<file path="src/rtl/trap_ctrl_pkg.sv">
// Shared encodings for the trap sequencer: privilege levels, FSM states,
// commit commands and the fixed interrupt priority order.
package trap_ctrl_pkg;

  localparam logic [1:0] PRV_U = 2'b00;
  localparam logic [1:0] PRV_S = 2'b01;
  localparam logic [1:0] PRV_M = 2'b11;

  localparam logic [1:0] TVEC_VECTORED = 2'b01;

  localparam int unsigned IRQ_CODE_W = 4;
  localparam int unsigned IRQ_NUM    = 6;

  localparam logic [IRQ_CODE_W-1:0] IRQ_MEI = 4'd11;
  localparam logic [IRQ_CODE_W-1:0] IRQ_MSI = 4'd3;
  localparam logic [IRQ_CODE_W-1:0] IRQ_MTI = 4'd7;
  localparam logic [IRQ_CODE_W-1:0] IRQ_SEI = 4'd9;
  localparam logic [IRQ_CODE_W-1:0] IRQ_SSI = 4'd1;
  localparam logic [IRQ_CODE_W-1:0] IRQ_STI = 4'd5;

  typedef enum logic [1:0] {
    ST_IDLE,
    ST_DRAIN,
    ST_COMMIT,
    ST_REDIRECT
  } state_e;

  typedef enum logic [2:0] {
    CMD_NONE,
    CMD_TRAP_M,
    CMD_TRAP_S,
    CMD_RET_M,
    CMD_RET_S
  } cmd_e;

  // Interrupt code at a given priority rank (0 = highest).
  function automatic logic [IRQ_CODE_W-1:0] irq_prio_code(input int rank);
    case (rank)
      0:       irq_prio_code = IRQ_MEI;
      1:       irq_prio_code = IRQ_MSI;
      2:       irq_prio_code = IRQ_MTI;
      3:       irq_prio_code = IRQ_SEI;
      4:       irq_prio_code = IRQ_SSI;
      default: irq_prio_code = IRQ_STI;
    endcase
  endfunction

  function automatic logic irq_enabled(input logic [1:0] prv, input logic tgt_s,
                                       input logic mie, input logic sie);
    if (tgt_s) irq_enabled = (prv < PRV_S) || ((prv == PRV_S) && sie);
    else       irq_enabled = (prv < PRV_M) || mie;
  endfunction

endpackage

</file>
<file path="src/rtl/trap_ctrl_irq_arb.sv">
// Combinational interrupt resolution: picks the highest-priority pending
// interrupt that is enabled for its (possibly delegated) target privilege.
module trap_ctrl_irq_arb
  import trap_ctrl_pkg::*;
#(
  parameter int unsigned XLEN_P = 32
) (
  input  logic [XLEN_P-1:0]     pend_i,
  input  logic [XLEN_P-1:0]     deleg_i,
  input  logic [1:0]            prv_i,
  input  logic                  mie_i,
  input  logic                  sie_i,
  output logic                  take_c,
  output logic [IRQ_CODE_W-1:0] code_c,
  output logic                  tgt_s_c
);

  logic [IRQ_CODE_W-1:0] cand;
  logic                  cand_s;
  logic                  cand_pend;

  // Walk lowest to highest priority so the highest enabled candidate wins.
  always_comb begin
    take_c    = 1'b0;
    code_c    = '0;
    tgt_s_c   = 1'b0;
    cand      = '0;
    cand_s    = 1'b0;
    cand_pend = 1'b0;
    for (int r = int'(IRQ_NUM) - 1; r >= 0; r--) begin
      cand      = irq_prio_code(r);
      cand_s    = (prv_i <= PRV_S) && (|(deleg_i & (XLEN_P'(1) << cand)));
      cand_pend = |(pend_i & (XLEN_P'(1) << cand));
      if (cand_pend && irq_enabled(prv_i, cand_s, mie_i, sie_i)) begin
        take_c  = 1'b1;
        code_c  = cand;
        tgt_s_c = cand_s;
      end
    end
  end

endmodule

</file>
<file path="src/rtl/trap_ctrl.sv">
// Trap/xRET sequencer: arbitrates requests in IDLE, drains the pipeline,
// issues one CSR commit strobe and redirects fetch.
module trap_ctrl
  import trap_ctrl_pkg::*;
#(
  parameter int unsigned XLEN_P = 32,
  parameter int unsigned PC_W   = 32
) (
  input  logic              clk,
  input  logic              rstn,
  input  logic              trap_en,
  input  logic [XLEN_P-1:0] trap_cause,
  input  logic [PC_W-1:0]   trap_epc,
  input  logic [XLEN_P-1:0] trap_val,
  input  logic [XLEN_P-1:0] irq_pend,
  input  logic              irq_epc_valid,
  input  logic [PC_W-1:0]   irq_epc,
  input  logic              mret,
  input  logic              sret,
  input  logic [1:0]        prv_cur,
  input  logic              mstatus_mie,
  input  logic              mstatus_sie,
  input  logic [XLEN_P-1:0] medeleg,
  input  logic [XLEN_P-1:0] mideleg,
  input  logic [XLEN_P-1:0] mtvec,
  input  logic [XLEN_P-1:0] stvec,
  input  logic [XLEN_P-1:0] mepc,
  input  logic [XLEN_P-1:0] sepc,
  input  logic              bus_idle,
  input  logic              fetch_rdy,
  output logic              busy,
  output logic              flush,
  output logic              csr_trap_m_we,
  output logic              csr_trap_s_we,
  output logic              csr_ret_m_we,
  output logic              csr_ret_s_we,
  output logic [XLEN_P-1:0] csr_cause,
  output logic [PC_W-1:0]   csr_epc,
  output logic [XLEN_P-1:0] csr_tval,
  output logic              redirect_valid,
  output logic [PC_W-1:0]   redirect_pc
);

  state_e                state_q, state_d;
  cmd_e                  cmd_q, cmd_d;
  logic [XLEN_P-1:0]     cause_q, cause_d;
  logic [PC_W-1:0]       epc_q, epc_d;
  logic [XLEN_P-1:0]     tval_q, tval_d;
  logic [PC_W-1:0]       tgt_pc_q, tgt_pc_d;
  logic                  busy_q, flush_q, rv_q;
  logic                  tm_we_q, ts_we_q, rm_we_q, rs_we_q;

  logic                  irq_take;
  logic [IRQ_CODE_W-1:0] irq_code;
  logic                  irq_tgt_s;
  logic                  exc_tgt_s;
  logic [XLEN_P-1:0]     irq_tvec, exc_tvec;
  logic [PC_W-1:0]       irq_pc, exc_pc;

  trap_ctrl_irq_arb #(.XLEN_P(XLEN_P)) u_irq_arb (
    .pend_i  (irq_pend),
    .deleg_i (mideleg),
    .prv_i   (prv_cur),
    .mie_i   (mstatus_mie),
    .sie_i   (mstatus_sie),
    .take_c  (irq_take),
    .code_c  (irq_code),
    .tgt_s_c (irq_tgt_s)
  );

  // Next-state, capture and vector target resolution.
  always_comb begin
    state_d   = state_q;
    cmd_d     = cmd_q;
    cause_d   = cause_q;
    epc_d     = epc_q;
    tval_d    = tval_q;
    tgt_pc_d  = tgt_pc_q;
    exc_tgt_s = (prv_cur <= PRV_S) && (|(medeleg & (XLEN_P'(1) << trap_cause)));
    exc_tvec  = exc_tgt_s ? stvec : mtvec;
    exc_pc    = PC_W'(exc_tvec) & ~PC_W'(3);
    irq_tvec  = irq_tgt_s ? stvec : mtvec;
    irq_pc    = PC_W'(irq_tvec) & ~PC_W'(3);
    if (irq_tvec[1:0] == TVEC_VECTORED) irq_pc = irq_pc + (PC_W'(irq_code) << 2);

    case (state_q)
      ST_IDLE: begin
        if (trap_en) begin
          cmd_d    = exc_tgt_s ? CMD_TRAP_S : CMD_TRAP_M;
          cause_d  = trap_cause;
          epc_d    = trap_epc;
          tval_d   = trap_val;
          tgt_pc_d = exc_pc;
          state_d  = ST_DRAIN;
        end else if (irq_epc_valid && irq_take) begin
          cmd_d    = irq_tgt_s ? CMD_TRAP_S : CMD_TRAP_M;
          cause_d  = {1'b1, (XLEN_P-1)'(irq_code)};
          epc_d    = irq_epc;
          tval_d   = '0;
          tgt_pc_d = irq_pc;
          state_d  = ST_DRAIN;
        end else if (mret) begin
          cmd_d    = CMD_RET_M;
          tgt_pc_d = PC_W'(mepc);
          state_d  = ST_DRAIN;
        end else if (sret) begin
          cmd_d    = CMD_RET_S;
          tgt_pc_d = PC_W'(sepc);
          state_d  = ST_DRAIN;
        end
      end
      ST_DRAIN:    if (bus_idle) state_d = ST_COMMIT;
      ST_COMMIT:   state_d = ST_REDIRECT;
      ST_REDIRECT: if (fetch_rdy) state_d = ST_IDLE;
      default:     state_d = ST_IDLE;
    endcase
  end

  // Outputs are registered from the next state so they align with it.
  always_ff @(posedge clk or negedge rstn) begin
    if (!rstn) begin
      state_q  <= ST_IDLE;
      cmd_q    <= CMD_NONE;
      cause_q  <= '0;
      epc_q    <= '0;
      tval_q   <= '0;
      tgt_pc_q <= '0;
      busy_q   <= 1'b0;
      flush_q  <= 1'b0;
      rv_q     <= 1'b0;
      tm_we_q  <= 1'b0;
      ts_we_q  <= 1'b0;
      rm_we_q  <= 1'b0;
      rs_we_q  <= 1'b0;
    end else begin
      state_q  <= state_d;
      cmd_q    <= cmd_d;
      cause_q  <= cause_d;
      epc_q    <= epc_d;
      tval_q   <= tval_d;
      tgt_pc_q <= tgt_pc_d;
      busy_q   <= (state_d != ST_IDLE);
      flush_q  <= (state_d == ST_DRAIN);
      rv_q     <= (state_d == ST_REDIRECT);
      tm_we_q  <= (state_d == ST_COMMIT) && (cmd_d == CMD_TRAP_M);
      ts_we_q  <= (state_d == ST_COMMIT) && (cmd_d == CMD_TRAP_S);
      rm_we_q  <= (state_d == ST_COMMIT) && (cmd_d == CMD_RET_M);
      rs_we_q  <= (state_d == ST_COMMIT) && (cmd_d == CMD_RET_S);
    end
  end

  assign busy           = busy_q;
  assign flush          = flush_q;
  assign csr_trap_m_we  = tm_we_q;
  assign csr_trap_s_we  = ts_we_q;
  assign csr_ret_m_we   = rm_we_q;
  assign csr_ret_s_we   = rs_we_q;
  assign csr_cause      = cause_q;
  assign csr_epc        = epc_q;
  assign csr_tval       = tval_q;
  assign redirect_valid = rv_q;
  assign redirect_pc    = tgt_pc_q;

endmodule

</file>
<file path="config.mk">
export PLATFORM = sky130hd
export DESIGN_NAME = trap_ctrl
export DESIGN_NICKNAME = d
export VERILOG_FILES = /design/src/rtl/trap_ctrl_pkg.sv /design/src/rtl/trap_ctrl_irq_arb.sv /design/src/rtl/trap_ctrl.sv
export SDC_FILE = /design/constraint.sdc
export NUM_CORES = 1
export LEC_CHECK = 0
export BUFFER_PORTS_ARGS = -buffer_cell sky130_fd_sc_hd__buf_2
export CAP_MARGIN = 20
export CORE_AREA = 2 2 196 198
export DETAILED_ROUTE_END_ITERATION = 16
export DIE_AREA = 0 0 198 200
export PLACE_DENSITY = 0.49
export SYNTH_ARGS = -nofsm -noshare
export SYNTH_HDL_FRONTEND = slang
export SYNTH_SLANG_ARGS = --single-unit
</file>
<file path="constraint.sdc">
create_clock -name clk -period 1.7 [get_ports clk]
set_input_delay 0.085 -clock clk [delete_from_list [all_inputs] [get_ports clk]]
set_output_delay 0.085 -clock clk [all_outputs]
set_load 0.01 [all_outputs]
</file>
==> impl_metrics.ini <==
[worst_setup_path]
critPathKind = input pin to register
cp_data_required_time_ns = 2.05
worst_path_largest_cell_delay_ns = 0.31
end_kind = register
slowest_stage = o311ai_4
crit_arrival_ns = 3.23
worstPathMaxFanout = 7
cp_top_family = compound AO/OA/AOI/OAI gates
path_cells = buf_12, o311ai_4, nand3_2, o221ai_4, buf_6, mux2i_4, inv_1, ha_1, a21o_1, a21o_1, a21oi_4, buf_6, clkbuf_16, buf_12, nor3_4, xnor2_1, mux2i_1, o22ai_1, o31ai_1
cp.buffers_inverters = 6
critPathLaunchType = input pin

[final_layout]
final_common_cell = buf_2
syn2layout_area_growth_pct = 86.28
drive_above_1_share_pct = 49.04
fin_cells = 2240
layout_common_cells = buf_2, buf_4, dfrtp_1
nNetsFinal = 2079
nFillCells = 3645

[clock_network]
h-tree-depth = 4
clkSlewWorstSetupHoldPaths_ns = 0.07
cts_buffers = 17
cts_tree = done
clock_sinks = 140
clock_path_buffers = 2
cts_root_buffer = clkbuf_16
clock_latency_ns = 0.45

[synth]
synth_edf_count = 0
seq_area_frac_synth_pct = 39.40
synth_top_flop_cell = dfrtp_1
yosysWarningCount = 0
yosysTopAreaCell = dfrtp_1
synth_fp_nets = 1296
syn_area_sq_mm = 0.008891
ys_ff_latch = 140
synth_top_area_share_pct = 39.40
synth_cell_types = 80
netlist_top_cells_area = dfrtp_1, mux2i_1, a22o_1
async_flop_share_pct = 100.0
postSynthCellCount = 927
syn_avg_cell_area_sq_um = 9.591

[timing]
worst_hold_slack_ns = 0.02467
slew_headroom_pct = 55.10
fin_crit_sh_pct = 169.4
fin_crit_ns = 2.880
rsz0062_at_grt = yes
tightest_slew_ns = 0.6735
slew_viol_final = 0
finalHoldViolCount = 0
fin_ws_ns = -1.180
final.setup.tns_ns = -56.89
fmax_mhz = 347.2
finClkSkew_ns = 0.01623
final-setup-viol-count = 134

[floorplanning]
fp.dieW_um = 198
ios = 499
start_util_pct = 23.77
dieArea_sq_mm = 0.03960
die_h_um = 200
fp-row-count = 71
core_area_sq_mm = 0.03740

[drt]
drt_pre_antenna_iters = 5
wl_per_cell_um = 19.50
routed-wl-met3_um = 3108
routed_via_density = 4.807
finalWirelength_um = 43680
vias = 10770
initialDrtViolationCount = 500
ant_nets = 0
drcViolationCount = 0
top_layer_used = met5
m1WireLength_um = 16890
routed-wl-met2_um = 22180

[worst_hold_path]
min_path_type = input pin to register

[placement]
port-buffer-count = 446
dpl.hpwl_um = 32480
dp_cells = 2018
gp_congestion = 0.9163

[global_route]
track_usage_pct = 21.46
grt_start_max_net_pins = 52
first_global_vias = 11120
grt_overflow = 0
grt_pass1_wl_um = 64040
antenna_found_initial = 10

[run_status]
status = complete, but fails checks
violations = negative setup slack

[power]
p_per_area_mw_per_mm2 = 1136
peakVddDrop_v = 0.0007909
power.total_mw = 18.82
p_leak_nw = 8.117

[flow_run]
cap_violations = 0
[layer usage]
layer,track usage (%),up-vias
li1,-,5030
met1,24.38,5182
met2,38.86,454
met3,5.024,91
met4,8.633,10
met5,0,-
[cells in the mapped netlist (7+ instances only)]
cell	count
nand2b_1	8
nor3_1	18
and3_1	15
xnor2_1	20
a21oi_1	38
nor2_1	37
nand3_1	31
nor4_1	10
nand2_1	102
clkbuf_1	33
nor2b_1	8
xor2_1	17
mux2i_1	100
inv_1	18
o21ai_0	61
dfrtp_1	140
nand4_1	12
o211ai_1	8
a211oi_1	7
buf_2	19
a22o_1	61
o21ai_1	7
mux2_2	25
[cell type report]
| cell class | instances | area, sq um | share of cell area, % |
|---|---|---|---|
| repair buffers | 831 | 6072 | 36.66 |
| well taps | 511 | 639.4 | 3.860 |
| flip-flops and latches | 140 | 3503 | 21.15 |
| inverters | 19 | 71.32 | 0.4306 |
| multi-input cells | 701 | 5679 | 34.29 |
| diodes | 6 | 15.01 | 0.09066 |
| clock inverters | 15 | 156.4 | 0.9443 |
| clock buffers | 17 | 425.4 | 2.569 |
[worst reg2reg max path, delay by kind of cell (launching register included)]
kind | cells | cell delay, ns
AO/OA/AOI/OAI | 1 | 0.20
buffers and inverters | 2 | 0.41
flip-flops | 1 | 0.38
AND/OR/NAND/NOR | 3 | 0.64
[flip-flops by register name, summed over array words and instances, names as in the netlist, 2 cells and up]
name         flops
csr_cause       32
csr_epc         32
csr_tval        32
redirect_pc     32
cmd_q            3
state_q          2
[stage by stage]
step                      setup slack, ns  utilization (%)  instance area (sq um)
final                              -1.180            44.28                  16560
after detailed placement           -1.937            35.61                  13320
after floorplan                    -1.807                -                   9140
after global routing               -1.334            44.27                  16560
after global placement             -1.937            35.61                  13320
after CTS                          -1.217            43.14                  16130
[path summary, 6_finish.rpt]
path	start	endpoint	slack, ns	cells after the start
worst max-delay path	mstatus_sie	redirect_pc[17]$_DFFE_PN0P_	-1.18	19
worst min-delay path	trap_cause[31]	csr_cause[31]$_DFFE_PN0P_	0.02	3
worst max register to register	state_q[0]$_DFF_PN0_	csr_trap_s_we$_DFF_PN0_	-0.03	6
worst min register to register	redirect_pc[24]$_DFFE_PN0P_	redirect_pc[24]$_DFFE_PN0P_	0.47	2
max in group asynchronous	rstn	cmd_q[2]$_DFF_PN0_	0.91	3
min in group asynchronous	rstn	redirect_pc[24]$_DFFE_PN0P_	0.20	2
[cells by family (layout without fill, tap and decap cells)]
kind of cell / after synthesis / after routing / share of synthesized area, %
and+or+nand+nor: 277 / 277 / 15.63
AOI/OAI and AO/OA: 250 / 251 / 20.36
DFF: 140 / 140 / 39.40
muxes: 131 / 131 / 15.51
buffers and inverters: 87 / 882 / 4.658
xor gates and xnor gates: 37 / 37 / 3.645
adders and majority gates: 5 / 5 / 0.7881
other: 0 / 6 / 0
[report_power, final]
part           internal [mW]  switching [mW]
registers               4.80           0.856
logic                   4.67            4.67
clock network           2.07            1.77
total                   11.5            7.29
[timing repair]
action                     in CTS  in global routing
cloned                          5                  3
hold buffers                  138                  0
hold endpoints to repair      147                  0
setup endpoints to repair     137                134
resized for setup             116                 57
buffers inserted               27                 14
pin swaps                      40                 52
(Power assumes the default switching activity.)
